--- src/rtl/fc_controller_if.sv ---
`default_nettype none
// ---------------------------------------------------------------------------
// fc_controller_if : control and memory-port bundle for fc_controller
// Rev 1.0
// ---------------------------------------------------------------------------
interface fc_controller_if #(
  parameter int AW = 16
);
  logic          start;
  logic [AW-1:0] read_addr;
  logic [AW-1:0] write_addr;
  logic          busy;
  logic          finished;
  logic          mem_rd;
  logic          mem_wr;
  logic [AW-1:0] mem_addr;
  logic [15:0]   mem_wdata;
  logic [15:0]   mem_rdata;

  modport master (
    output start, read_addr, write_addr, mem_rdata,
    input  busy, finished, mem_rd, mem_wr, mem_addr, mem_wdata
  );

  modport slave (
    input  start, read_addr, write_addr, mem_rdata,
    output busy, finished, mem_rd, mem_wr, mem_addr, mem_wdata
  );
endinterface
`default_nettype wire

--- src/rtl/fc_controller.sv ---
`default_nettype none
// ---------------------------------------------------------------------------
// fc_controller : one fully-connected layer pass, Q8.8 MAC over a shared
//                 memory port. Macro FC_SATURATE_EN selects saturating output.
// Rev 1.0
// ---------------------------------------------------------------------------
module fc_controller #(
  parameter int NUM_IN  = 5,
  parameter int NUM_OUT = 3,
  parameter int AW      = 16
) (
  input  wire logic      clk,
  input  wire logic      rst,
  fc_controller_if.slave bus
);

  typedef enum logic [2:0] {
    S_IDLE    = 3'd0,
    S_LOAD_IN = 3'd1,
    S_MAC     = 3'd2,
    S_BIAS    = 3'd3,
    S_WRITE   = 3'd4,
    S_DONE    = 3'd5
  } state_t;

  localparam logic [7:0]    c_NI      = 8'(NUM_IN);
  localparam logic [7:0]    c_NO_LAST = 8'(NUM_OUT - 1);
  localparam logic [AW-1:0] c_WOFF    = AW'(NUM_IN);
  localparam logic [AW-1:0] c_BOFF    = AW'(NUM_IN + NUM_IN * NUM_OUT);

  state_t             r_state, w_state_nxt;
  logic [7:0]         r_cnt, w_cnt_nxt;
  logic [7:0]         r_j, w_j_nxt;
  logic [AW-1:0]      r_rbase, w_rbase_nxt;
  logic [AW-1:0]      r_wbase, w_wbase_nxt;
  logic [AW-1:0]      r_wptr, w_wptr_nxt;
  logic signed [31:0] r_acc, w_acc_nxt;
  logic signed [15:0] r_in [NUM_IN];
  logic               w_in_shift;
  logic signed [15:0] w_in_new;
  logic               r_busy, w_busy_nxt;
  logic               r_fin, w_fin_nxt;
  logic               r_rd, w_rd_nxt;
  logic               r_wr, w_wr_nxt;
  logic [AW-1:0]      r_addr, w_addr_nxt;
  logic [15:0]        r_wdata, w_wdata_nxt;
  logic signed [31:0] w_rdata_sx, w_in_sx, w_prod;
  logic [15:0]        w_conv;

  assign w_rdata_sx = {{16{bus.mem_rdata[15]}}, bus.mem_rdata};
  assign w_in_sx    = {{16{r_in[0][15]}}, r_in[0]};
  assign w_prod     = (w_rdata_sx * w_in_sx) >>> 8;

`ifdef FC_SATURATE_EN
  assign w_conv = (w_acc_nxt > 32'sd32767)  ? 16'h7FFF :
                  (w_acc_nxt < -32'sd32768) ? 16'h8000 : w_acc_nxt[15:0];
`else
  assign w_conv = w_acc_nxt[15:0];
`endif

  // Outputs are registered from the next-state view so each strobe lines up
  // with the state that owns it; the input file rotates so r_in[0] is always
  // the operand paired with the weight returning this cycle.
  always_comb begin
    w_state_nxt = r_state;
    w_cnt_nxt   = r_cnt;
    w_j_nxt     = r_j;
    w_rbase_nxt = r_rbase;
    w_wbase_nxt = r_wbase;
    w_wptr_nxt  = r_wptr;
    w_acc_nxt   = r_acc;
    w_in_shift  = 1'b0;
    w_in_new    = r_in[0];
    w_rd_nxt    = 1'b0;
    w_wr_nxt    = 1'b0;
    w_fin_nxt   = 1'b0;
    w_addr_nxt  = r_addr;

    case (r_state)
      S_IDLE: begin
        if (bus.start) begin
          w_state_nxt = S_LOAD_IN;
          w_cnt_nxt   = 8'd0;
          w_j_nxt     = 8'd0;
          w_rbase_nxt = bus.read_addr;
          w_wbase_nxt = bus.write_addr;
        end
      end
      S_LOAD_IN: begin
        if (r_cnt != 8'd0) begin
          w_in_shift = 1'b1;
          w_in_new   = bus.mem_rdata;
        end
        if (r_cnt == c_NI) begin
          w_state_nxt = S_MAC;
          w_cnt_nxt   = 8'd0;
          w_acc_nxt   = '0;
          w_wptr_nxt  = c_WOFF;
        end else begin
          w_cnt_nxt = r_cnt + 8'd1;
        end
      end
      S_MAC: begin
        if (r_cnt != 8'd0) begin
          w_in_shift = 1'b1;
          w_acc_nxt  = r_acc + w_prod;
        end
        if (r_cnt == c_NI) begin
          w_state_nxt = S_BIAS;
          w_cnt_nxt   = 8'd0;
        end else begin
          w_cnt_nxt  = r_cnt + 8'd1;
          w_wptr_nxt = r_wptr + AW'(1);
        end
      end
      S_BIAS: begin
        if (r_cnt == 8'd0) begin
          w_cnt_nxt = 8'd1;
        end else begin
          w_acc_nxt   = r_acc + w_rdata_sx;
          w_state_nxt = S_WRITE;
        end
      end
      S_WRITE: begin
        if (r_j == c_NO_LAST) begin
          w_state_nxt = S_DONE;
        end else begin
          w_j_nxt     = r_j + 8'd1;
          w_state_nxt = S_MAC;
          w_cnt_nxt   = 8'd0;
          w_acc_nxt   = '0;
        end
      end
      S_DONE:  w_state_nxt = S_IDLE;
      default: w_state_nxt = S_IDLE;
    endcase

    case (w_state_nxt)
      S_LOAD_IN: begin
        if (w_cnt_nxt != c_NI) begin
          w_rd_nxt   = 1'b1;
          w_addr_nxt = w_rbase_nxt + AW'(w_cnt_nxt);
        end
      end
      S_MAC: begin
        if (w_cnt_nxt != c_NI) begin
          w_rd_nxt   = 1'b1;
          w_addr_nxt = w_rbase_nxt + w_wptr_nxt;
        end
      end
      S_BIAS: begin
        if (w_cnt_nxt == 8'd0) begin
          w_rd_nxt   = 1'b1;
          w_addr_nxt = w_rbase_nxt + c_BOFF + AW'(w_j_nxt);
        end
      end
      S_WRITE: begin
        w_wr_nxt   = 1'b1;
        w_addr_nxt = w_wbase_nxt + AW'(w_j_nxt);
      end
      S_DONE:  w_fin_nxt = 1'b1;
      default: ;
    endcase

    w_busy_nxt  = (w_state_nxt != S_IDLE);
    w_wdata_nxt = (w_state_nxt == S_WRITE) ? w_conv : r_wdata;
  end

  always_ff @(posedge clk or posedge rst) begin
    if (rst) begin
      r_state <= S_IDLE;
      r_cnt   <= '0;
      r_j     <= '0;
      r_rbase <= '0;
      r_wbase <= '0;
      r_wptr  <= '0;
      r_acc   <= '0;
      r_busy  <= 1'b0;
      r_fin   <= 1'b0;
      r_rd    <= 1'b0;
      r_wr    <= 1'b0;
      r_addr  <= '0;
      r_wdata <= '0;
      for (int k = 0; k < NUM_IN; k++) r_in[k] <= '0;
    end else begin
      r_state <= w_state_nxt;
      r_cnt   <= w_cnt_nxt;
      r_j     <= w_j_nxt;
      r_rbase <= w_rbase_nxt;
      r_wbase <= w_wbase_nxt;
      r_wptr  <= w_wptr_nxt;
      r_acc   <= w_acc_nxt;
      r_busy  <= w_busy_nxt;
      r_fin   <= w_fin_nxt;
      r_rd    <= w_rd_nxt;
      r_wr    <= w_wr_nxt;
      r_addr  <= w_addr_nxt;
      r_wdata <= w_wdata_nxt;
      if (w_in_shift) begin
        for (int k = 0; k < NUM_IN - 1; k++) r_in[k] <= r_in[k+1];
        r_in[NUM_IN-1] <= w_in_new;
      end
    end
  end

  assign bus.busy      = r_busy;
  assign bus.finished  = r_fin;
  assign bus.mem_rd    = r_rd;
  assign bus.mem_wr    = r_wr;
  assign bus.mem_addr  = r_addr;
  assign bus.mem_wdata = r_wdata;

endmodule
`default_nettype wire

--- src/flat_wrapper.sv ---
// flat-port wrapper written by rule: the top's interface ports become plain ports
module fc_controller_flat 
#(
  parameter int NUM_IN  = 5,
  parameter int NUM_OUT = 3,
  parameter int AW      = 16
)
  (clk, rst, bus_start, bus_read_addr, bus_write_addr, bus_mem_rdata, bus_busy, bus_finished, bus_mem_rd, bus_mem_wr, bus_mem_addr, bus_mem_wdata);
  fc_controller_if #(.AW(AW)) bus_i ();
  input  wire logic clk;
  input  wire logic rst;
  input wire logic [$bits(bus_i.start)-1:0] bus_start;
  input wire logic [$bits(bus_i.read_addr)-1:0] bus_read_addr;
  input wire logic [$bits(bus_i.write_addr)-1:0] bus_write_addr;
  input wire logic [$bits(bus_i.mem_rdata)-1:0] bus_mem_rdata;
  output wire logic [$bits(bus_i.busy)-1:0] bus_busy;
  output wire logic [$bits(bus_i.finished)-1:0] bus_finished;
  output wire logic [$bits(bus_i.mem_rd)-1:0] bus_mem_rd;
  output wire logic [$bits(bus_i.mem_wr)-1:0] bus_mem_wr;
  output wire logic [$bits(bus_i.mem_addr)-1:0] bus_mem_addr;
  output wire logic [$bits(bus_i.mem_wdata)-1:0] bus_mem_wdata;
  assign bus_i.start = bus_start;
  assign bus_i.read_addr = bus_read_addr;
  assign bus_i.write_addr = bus_write_addr;
  assign bus_i.mem_rdata = bus_mem_rdata;
  assign bus_busy = bus_i.busy;
  assign bus_finished = bus_i.finished;
  assign bus_mem_rd = bus_i.mem_rd;
  assign bus_mem_wr = bus_i.mem_wr;
  assign bus_mem_addr = bus_i.mem_addr;
  assign bus_mem_wdata = bus_i.mem_wdata;
  fc_controller #(.NUM_IN(NUM_IN), .NUM_OUT(NUM_OUT), .AW(AW)) u_core (.clk(clk), .rst(rst), .bus(bus_i));
endmodule
--- config.mk ---
export PLATFORM = sky130hd
export DESIGN_NAME = fc_controller_flat
export DESIGN_NICKNAME = d
export VERILOG_FILES = /design/src/rtl/fc_controller_if.sv /design/src/rtl/fc_controller.sv /design/src/flat_wrapper.sv
export SDC_FILE = /design/constraint.sdc
export NUM_CORES = 1
export LEC_CHECK = 0
export BUFFER_PORTS_ARGS = -buffer_cell sky130_fd_sc_hd__buf_4
export CORE_MARGIN = 2
export CORE_UTILIZATION = 60
export DETAILED_ROUTE_END_ITERATION = 16
export GPL_ROUTABILITY_DRIVEN = 0
export GPL_TIMING_DRIVEN = 0
export PLACE_DENSITY = 0.83
export SLEW_MARGIN = 5
export SYNTH_ARGS = -nofsm -noshare
export SYNTH_HDL_FRONTEND = slang
export SYNTH_SLANG_ARGS = --single-unit
export TNS_END_PERCENT = 20
--- constraint.sdc ---
create_clock -name clk -period 12.2 [get_ports clk]
set_input_delay 2.44 -clock clk [delete_from_list [all_inputs] [get_ports clk]]
set_output_delay 2.44 -clock clk [all_outputs]
set_load 0.05 [all_outputs]
==> results of run 1 <==
metal layers:
metal  global-route usage  vias up
met2                0.553      646
met1                0.366     7409
met3               0.0519      188
li1                     -     6815
met4                0.170        0
met5                    0        -
state kept, by name (all words and copies together) (netlist names):
| name | cells |
|---|---|
| u_core.r_cnt | 8 |
| u_core.r_wbase | 16 |
| u_core.r_j | 8 |
| u_core.r_wptr | 16 |
| u_core.r_rbase | 16 |
| u_core.r_state | 3 |
| u_core.bus.mem_addr | 16 |
| u_core.bus.finished | 1 |
| u_core.bus.mem_rd | 1 |
| u_core.bus.busy | 1 |
| u_core.bus.mem_wr | 1 |
| u_core.r_acc | 16 |
| u_core.bus.mem_wdata | 16 |
| u_core.r_in | 80 |
worst min path at each step:
stage	from	to
CTS	u_core.r_in[11]	u_core.r_in[11]
floorplan	u_core.r_in[0]	u_core.r_in[0]
finish	u_core.bus.mem_wdata[14]	u_core.bus.mem_wdata[14]
global placement	u_core.r_in[5]	u_core.r_in[5]
detailed placement	u_core.r_in[7]	u_core.r_in[7]
global route	u_core.r_in[2]	u_core.r_in[18]
stage by stage:
step / hold WS, ns / utilization / area, um^2 / worst slack, ns
finish: 0.493 / 0.666 / 20900 / 0.929
global route: 0.519 / 0.666 / 20900 / 0.369
CTS: 0.494 / 0.666 / 20900 / 0.941
detailed placement: 0.471 / 0.645 / 20200 / 0.515
global placement: 0.458 / 0.644 / 20200 / 0.565
floorplan: 0.446 / - / 19100 / 1.83
synthesized netlist by cell type, types with 24 or more instances:
library cell	count
inv_1	291
nand2_1	243
dfrtp_1	199
fa_1	191
ha_1	146
o21ai_0	110
and2_1	109
mux2_2	102
nor2_1	79
a21oi_1	67
xnor2_1	65
clkbuf_1	61
xor2_1	31
mux2i_1	28
nor3_1	26
nor2b_1	24
kinds of logic after synthesis:
| logic type | synth area share |
|---|---|
| and+or+nand+nor | 0.143 |
| buffers and inverters | 0.0737 |
| muxes | 0.0762 |
| AOI/OAI and AO/OA | 0.105 |
| DFF | 0.261 |
| adders and majority gates | 0.296 |
| xor gates and xnor gates | 0.0441 |
final cells by class:
cell class	count	area (um^2)	area share
sequential	199	4980	0.238
tap	402	503	0.0241
buffer	77	303	0.0145
timing repair buffer	87	673	0.0322
clock inverter	15	234	0.0112
multi-input combinational	1451	12700	0.606
clock buffer	17	425	0.0204
inverter	293	1110	0.0530
placed cells by master (no fill, tap or decap), types with 16 or more instances in the layout:
master     instances
a21oi_1           67
inv_1            290
nor2b_1           24
a21o_1            22
clkbuf_16         17
nand3_1           23
and3_1            20
dfrtp_1          199
buf_4             87
nand2_1          243
o22ai_1           16
mux2i_1           28
and2_1           109
clkbuf_1          61
xor2_1            31
mux2_2           102
nor2_1            79
fa_1             191
o21ai_0          110
xnor2_1           65
ha_1             146
nor3_1            26
==> reports/metrics.yaml, run 1 <==
layout:
  insertedDiodeCount: 0
  nNetsFinal: 2514
  drive_gt1_frac: 0.114
  final_cells: 2541
  area_growth_pct: 9.67
  n_fill_cell: 2417
drt:
  drc_errors: 0
  wl_per_cell_um: 19.5
  top_layer_used: "met4"
  dr_wl_met3_um: 3310
  drt_iter0_markers: 1106
  ant_nets: 0
  dr.pass1.iters: 6
  vias: 15100
  drt-met1-wl_um: 18400
  drt_wl_total_um: 49600
  viasPerCell: 5.93
  dr_wl_met2_um: 24900
placed_design:
  dp_hpwl_um: 38800
  io_buffers: 86
  dp_cells: 2509
die:
  die_area_mm2: 0.0332
  core-area_mm2: 0.0314
  rows: 65
  die_w_um: 182
  fp.dieH_um: 182
  start_util: 0.607
  io_pins: 87
global_route:
  antenna_found_initial: 0
  grt_util_all_layers: 0.313
  grt_max_degree: 121
  grt_pass1_vias: 16100
  overflow: 0
  grt_first_pass_wirelength_um: 81500
clock_network:
  cts_setup_buffers: 0
  clock-sinks: 199
  cts.clk_slew.worst_paths_ns: 0.08
  cts.path.max_buffers: 2
  ctsRootBufferMaster: "clkbuf_16"
  cts_hold_buf: 0
  tritoncts: "yes"
  clock_latency_ns: 0.45
  postCtsResizedCells: 0
  h-tree-depth: 4
  cts_buffers: 17
setup_path:
  path_class: "in -> reg"
  worstPathMaxFanout: 10
  worstSetupEndpoint: "u_core.r_acc[15]"
  crit_path_frequent_cell: "fa_1"
  timing.rr.start: "u_core.r_in[71]"
  cp_slowest_stage_delay_ns: 0.59
  required_ns: 12.53
  end_kind: "flop"
  ff2ff_path_depth: 34
  crit_slowest_cell: "fa_1"
  critPathLaunchType: "primary input"
  critPathLaunch: "bus_mem_rdata[7]"
  cp.buffers_inverters: 6
  path_depth: 32
  cp.arrival_ns: 11.60
  rrSetupSlack_ns: 2.27
  reg2reg_to: "u_core.r_acc[15]"
  cpLargestDelayFamily: "adder cells"
sta:
  skew_ns: 0.0165
  hold_violations: 0
  max_slew_margin: 0.370
  clock.fmax_mhz: 88.7
  fin_crit_sh: 0.924
  rsz0062_at_grt: "false"
  tightest_slew_ns: 0.946
  timing.final.max_slew_violations: 0
  min_period_ns: 11.27
  fin_setup_tns_ns: 0
  setup_viol: 0
yosys:
  yosysSeqAreaShare: 0.261
  synth_top_area_frac: 0.261
  synth-seq-cells: 199
  avgSynthCellArea_um2: 9.43
  synth_area_mm2: 0.0191
  ys_warn_count: 0
  async_flop_share: 1.00
  yosys.area.top_type: "dfrtp_1"
  synthDistinctLibCells: 79
  synthTopCellsByArea: "dfrtp_1 26%, fa_1 20%, ha_1 9.6%"
  netlist_instances: 2020
  ys.flop_type: "dfrtp_1"
  synth_edf_count: 0
  syn_nets: 2408
job:
  drv_cap: 0
worst_hold_path:
  hold_class: "reg -> reg"
  min_path_cells: 1
run_status:
  status: "finished, final reports clean"
Power of run 1 is left out: the tool's default activity adds up to more than one toggle a clock period on the data nets, which glitch-free logic cannot reach.
==> inputs of run 2 (changes only) <==
--- a/config.mk
+++ b/config.mk
@@ -6,12 +6,12 @@
 export NUM_CORES = 1
 export LEC_CHECK = 0
 export BUFFER_PORTS_ARGS = -buffer_cell sky130_fd_sc_hd__buf_4
-export CORE_MARGIN = 2
+export CORE_MARGIN = 8
 export CORE_UTILIZATION = 60
 export DETAILED_ROUTE_END_ITERATION = 16
 export GPL_ROUTABILITY_DRIVEN = 0
 export GPL_TIMING_DRIVEN = 0
-export PLACE_DENSITY = 0.83
+export PLACE_DENSITY = 0.75
 export SLEW_MARGIN = 5
 export SYNTH_ARGS = -nofsm -noshare
 export SYNTH_HDL_FRONTEND = slang
==> run 2 against run 1 <==
Against the previous run: final cell count barely moved; non-clock buffer count is the same; worst hold slack worse by 0.0071 ns; critical path type unchanged; count of clock-buffer cells in the layout unchanged.
==> reports/metrics.yaml, run 2 (synthesis results as in run 1) <==
sta:
  hold_violations: 0  # unchanged
  clock.fmax_mhz: 88.3  # -0.52%
  timing.final.max_slew_violations: 0  # unchanged
  skew_ns: 0.0124  # -0.00409 ns
  rsz0062_at_grt: "false"
  setup_viol: 0  # unchanged
  min_period_ns: 11.33  # +0.0592 ns
  tightest_slew_ns: 0.922  # -0.0231 ns
  fin_crit_sh: 0.929  # +0.00486
  max_slew_margin: 0.385  # +0.0154
  fin_setup_tns_ns: 0  # unchanged
worst_hold_path:
  hold_class: "reg -> reg"
  hold_path_startpoint: "u_core.r_in[8]"
  min_path_cells: 2  # +1
  hold_path_end: "u_core.r_in[8]"
layout:
  fin_area_mm2: 0.0208  # -0.28%
  ff_latch_area_mm2: 0.00498  # unchanged
  insertedDiodeCount: 0  # unchanged
  n_fill_cell: 2482  # +2.7%
  final_cells: 2540  # -0.039%
  final_cell_mix: "290 x inv_1, 243 x nand2_1, 199 x dfrtp_1"
  regMostFlops: "u_core.r_in"
  drive_gt1_frac: 0.114  # -0.000414
  multi_input_area_mm2: 0.0127  # unchanged
  area_growth_pct: 9.37
  nNetsFinal: 2514  # unchanged
  largest_reg_flops: 80  # unchanged
  final_common_cell: "inv_1"
placed_design:
  io_buffers: 86  # unchanged
  dp_hpwl_um: 38800  # about the same
  dp_cells: 2509  # unchanged
  placed_area_mm2: 0.0202  # unchanged
clock_network:
  cts_setup_buffers: 0  # unchanged
  clock_latency_ns: 0.46  # about the same
  postCtsResizedCells: 0  # unchanged
  cts_buffers: 17  # unchanged
  cts.clk_slew.worst_paths_ns: 0.08  # about the same
  h-tree-depth: 4  # unchanged
  cts.path.max_buffers: 2  # unchanged
  cts_hold_buf: 0  # unchanged
  tritoncts: "yes"
  ctsRootBufferMaster: "clkbuf_16"
  clock-sinks: 199  # unchanged
run_status:
  status: "finished, final reports clean"
global_route:
  grt_max_degree: 112  # -7.4%
  grt_util_all_layers: 0.269  # -0.0439
  antenna_found_initial: 0  # unchanged
  grt_first_pass_wirelength_um: 81300  # -0.24%
  grt_pass1_vias: 15800  # -2.1%
  overflow: 0  # unchanged
setup_path:
  rrSetupSlack_ns: 2.19  # -0.08 ns
  required_ns: 12.54  # about the same
  worstPathMaxFanout: 10  # unchanged
  path_class: "in -> reg"
  end_kind: "flop"
  timing.rr.start: "u_core.r_in[67]"
  critPathLaunchType: "primary input"
  reg2reg_to: "u_core.r_acc[15]"
  cp_slowest_stage_delay_ns: 0.61  # +0.02 ns
  cp.arrival_ns: 11.67  # +0.07 ns
  ff2ff_path_depth: 32  # -5.9%
  crit_path_frequent_cell: "fa_1"
  crit_slowest_cell: "fa_1"
job:
  drv_cap: 0  # unchanged
die:
  io_pins: 87  # unchanged
  die_area_mm2: 0.0377  # +14%
  rows: 65  # unchanged
  die_w_um: 194  # +6.6%
  core-area_mm2: 0.0314  # unchanged
  fp.dieH_um: 194  # +6.6%
  start_util: 0.607  # unchanged
drt:
  drt_wl_total_um: 49200  # -0.75%
  drc_errors: 0  # unchanged
  vias: 14700  # -2.5%
  dr.pass1.iters: 6  # unchanged
  wl_per_cell_um: 19.4  # -0.71%
  drt_iter0_markers: 795  # -28%
  viasPerCell: 5.78  # -2.5%
  ant_nets: 0  # unchanged
==> run 2: cell types whose count changed in the layout (fill, tap and decap cells not counted), sizes merged <==
cell	previous run	this run
inv	304	298
clkinvlp	0	1
clkinv	4	8
==> run 2: worst max path at each step <==
stage | depth (start not counted) | end | from
2_1_floorplan | 32 | u_core.r_acc[15] | bus_mem_rdata[5]
3_3_place_gp | 32 | u_core.r_acc[15] | bus_mem_rdata[7]
3_5_place_dp | 32 | u_core.r_acc[15] | bus_mem_rdata[7]
4_1_cts | 32 | u_core.r_acc[15] | bus_mem_rdata[7]
5_1_grt | 32 | u_core.r_acc[15] | bus_mem_rdata[7]
6_report | 32 | u_core.r_acc[15] | bus_mem_rdata[7]
==> run 2: final cells by class <==
class,count,area share
clock buffer,17,0.0204
multi-input combinational,1451,0.608
clock inverter,14,0.00846
tap,402,0.0241
buffer,77,0.0145
timing repair buffer,87,0.0323
sequential,199,0.239
inverter,293,0.0532
==> run 2: metal layers <==
metal	part of all wire	vias to the layer above	track usage
li1	-	6806	-
met3	0.057	119	0.0465
met5	0	-	0
met1	0.39	7289	0.315
met2	0.51	468	0.483
met4	0.039	0	0.112
==> run 2: worst max-delay path, delay by kind of cell <==
family	cells	cell delay [ns]
XOR/XNOR	3	0.48
multiplexers	1	0.36
AND/OR/NAND/NOR	4	1.03
AO/OA/AOI/OAI	10	2.85
buffers and inverters	6	0.99
adder cells (fa/ha/maj)	8	3.50
==> run 2: metrics by stage <==
| step | hold slack, ns | util | setup slack, ns |
|---|---|---|---|
| 2_1_floorplan | 0.446 | - | 1.83 |
| 3_3_place_gp | 0.457 | 0.644 | 0.633 |
| 3_5_place_dp | 0.469 | 0.645 | 0.435 |
| 4_1_cts | 0.487 | 0.664 | 0.891 |
| 5_1_grt | 0.514 | 0.664 | 0.434 |
| 6_report | 0.486 | 0.664 | 0.870 |
Power of run 2 is left out for the same reason.
==> inputs of run 3 (changes only) <==
--- a/config.mk
+++ b/config.mk
@@ -5,13 +5,13 @@
 export SDC_FILE = /design/constraint.sdc
 export NUM_CORES = 1
 export LEC_CHECK = 0
-export BUFFER_PORTS_ARGS = -buffer_cell sky130_fd_sc_hd__buf_4
 export CORE_MARGIN = 8
 export CORE_UTILIZATION = 60
 export DETAILED_ROUTE_END_ITERATION = 16
+export DONT_BUFFER_PORTS = 1
 export GPL_ROUTABILITY_DRIVEN = 0
 export GPL_TIMING_DRIVEN = 0
-export PLACE_DENSITY = 0.75
+export PLACE_DENSITY = 0.73
 export SLEW_MARGIN = 5
 export SYNTH_ARGS = -nofsm -noshare
 export SYNTH_HDL_FRONTEND = slang
==> run 3 against run 2 <==
Against the previous run: design area shrank 2.8%; fmax grew 3.3%; worst setup slack gained 0.36 ns; largest cell class unchanged; die area is the same.
==> reports/metrics.yaml, run 3 (synthesis results as in run 1) <==
run_status:
  status: "finished, final reports clean"
drt:
  drt_wl_total_um: 48700  # -0.92%
  drt_iter0_markers: 939  # +18%
  ant_nets: 0  # unchanged
  dr.pass1.iters: 5  # -1
  wl_per_cell_um: 19.9  # +2.5%
  viasPerCell: 5.87  # +1.6%
  drc_errors: 0  # unchanged
  vias: 14400  # -1.8%
layout:
  final_util: 0.645  # -0.0187
  ff_latch_area_mm2: 0.00498  # unchanged
  largest_reg_flops: 80  # unchanged
  insertedDiodeCount: 0  # unchanged
  final_cell_mix: "290 x inv_1, 243 x nand2_1, 199 x dfrtp_1"
  regMostFlops: "u_core.r_in"
  n_fill_cell: 2554  # +2.9%
  nNetsFinal: 2428  # -3.4%
  area_growth_pct: 6.29
  multi_input_area_mm2: 0.0127  # unchanged
  final_common_cell: "inv_1"
  drive_gt1_frac: 0.0770  # -0.0367
placed_design:
  dp_hpwl_um: 38800  # +0.21%
  io_buffers: 0  # -100%
sta:
  tightest_slew_ns: 0.850  # -0.0727 ns
  setup_viol: 0  # unchanged
  clock.fmax_mhz: 91.1  # +3.3%
  rsz0062_at_grt: "false"
  min_period_ns: 10.97  # -0.358 ns
  fin_crit_sh: 0.899  # -0.0294
  timing.final.max_slew_violations: 0  # unchanged
  hold_violations: 0  # unchanged
  skew_ns: 0.0210  # +0.00853 ns
  fin_setup_tns_ns: 0  # unchanged
  max_slew_margin: 0.434  # +0.0485
clock_network:
  postCtsResizedCells: 0  # unchanged
  cts_hold_buf: 0  # unchanged
  h-tree-depth: 4  # unchanged
  clock-sinks: 199  # unchanged
  ctsRootBufferMaster: "clkbuf_16"
  tritoncts: "yes"
  cts.path.max_buffers: 2  # unchanged
  clock_latency_ns: 0.45  # about the same
  cts_buffers: 17  # unchanged
  cts_setup_buffers: 0  # unchanged
  cts.clk_slew.worst_paths_ns: 0.09  # about the same
die:
  fp.dieH_um: 194  # unchanged
  rows: 65  # unchanged
  io_pins: 87  # unchanged
  die_w_um: 194  # unchanged
  start_util: 0.607  # unchanged
  core-area_mm2: 0.0314  # unchanged
  die_area_mm2: 0.0377  # unchanged
global_route:
  grt_pass1_vias: 15300  # -3.3%
  grt_max_degree: 119  # +6.3%
  overflow: 0  # unchanged
  antenna_found_initial: 1  # +1
  grt_first_pass_wirelength_um: 79500  # -2.2%
  grt_util_all_layers: 0.264  # -0.00501
setup_path:
  cp_slowest_stage_delay_ns: 0.55  # -0.06 ns
  cp.arrival_ns: 11.30  # -0.37 ns
  worstPathMaxFanout: 10  # unchanged
  crit_path_frequent_cell: "fa_1"
  crit_slowest_cell: "fa_1"
  critPathLaunchType: "primary input"
  end_kind: "flop"
  path_class: "in -> reg"
  required_ns: 12.53  # about the same
job:
  drv_cap: 0  # unchanged
worst_hold_path:
  hold_class: "reg -> reg"
-- run 3: changes by cell type in the layout (fill, tap and decap cells not counted) --
cell,change
inv_12,+3
buf_4,-86
inv_16,+3
clkinvlp_4,-1
inv_8,-3
clkinv_4,-1
-- run 3: path summary, 6_finish.rpt --
| check | startpoint | slack (ns) | depth (start not counted) | end |
|---|---|---|---|---|
| setup / recovery | bus_mem_rdata[9] | 1.23 | 31 | u_core.r_acc[15] |
| min in group asynchronous | rst | 1.91 | 1 | u_core.r_wbase[2] |
| hold reg to reg | u_core.r_in[6] | 0.49 | 2 | u_core.r_in[6] |
| hold / removal | u_core.r_in[6] | 0.49 | 2 | u_core.r_in[6] |
| setup reg to reg | u_core.r_in[67] | 2.20 | 32 | u_core.r_acc[15] |
| max in group asynchronous | rst | 9.34 | 2 | u_core.r_acc[11] |
-- run 3: worst max-delay path: cells and delay by family --
family | cells | cell delay (ns)
multiplexers | 1 | 0.36
XOR/XNOR | 3 | 0.49
AND/OR/NAND/NOR | 4 | 0.98
adder cells (fa/ha/maj) | 8 | 3.43
AO/OA/AOI/OAI | 10 | 2.85
buffers and inverters | 5 | 0.74
-- run 3: metal layers --
metal  global-route usage  vias up  wire (um)  share of wire
li1                     -     6644          -              -
met1                0.306     7149      18900           0.39
met2                0.470      484      24700           0.51
met3               0.0522      134       3020          0.062
met4                0.115        2       2110          0.043
met5                    0        -         23        0.00047
-- run 3: layout make-up --
cell class | count | share of cell area
multi-input combinational | 1451 | 0.626
inverter | 293 | 0.0547
sequential | 199 | 0.246
buffer | 77 | 0.0149
tap | 402 | 0.0248
clock buffer | 17 | 0.0210
timing repair buffer | 1 | 0.00136
clock inverter | 15 | 0.0116
-- run 3: stage by stage --
step | worst slack, ns | cell area (um^2) | hold slack (ns) | std cells
finish | 1.23 | 20300 | 0.494 | 2455
global route | 0.718 | 20300 | 0.516 | 2455
CTS | 1.23 | 20300 | 0.492 | 2455
global placement | 0.878 | 19600 | 0.457 | 2422
floorplan | 1.83 | 19100 | 0.446 | 2020
detailed placement | 0.786 | 19600 | 0.470 | 2423
Power of run 3 is left out for the same reason.
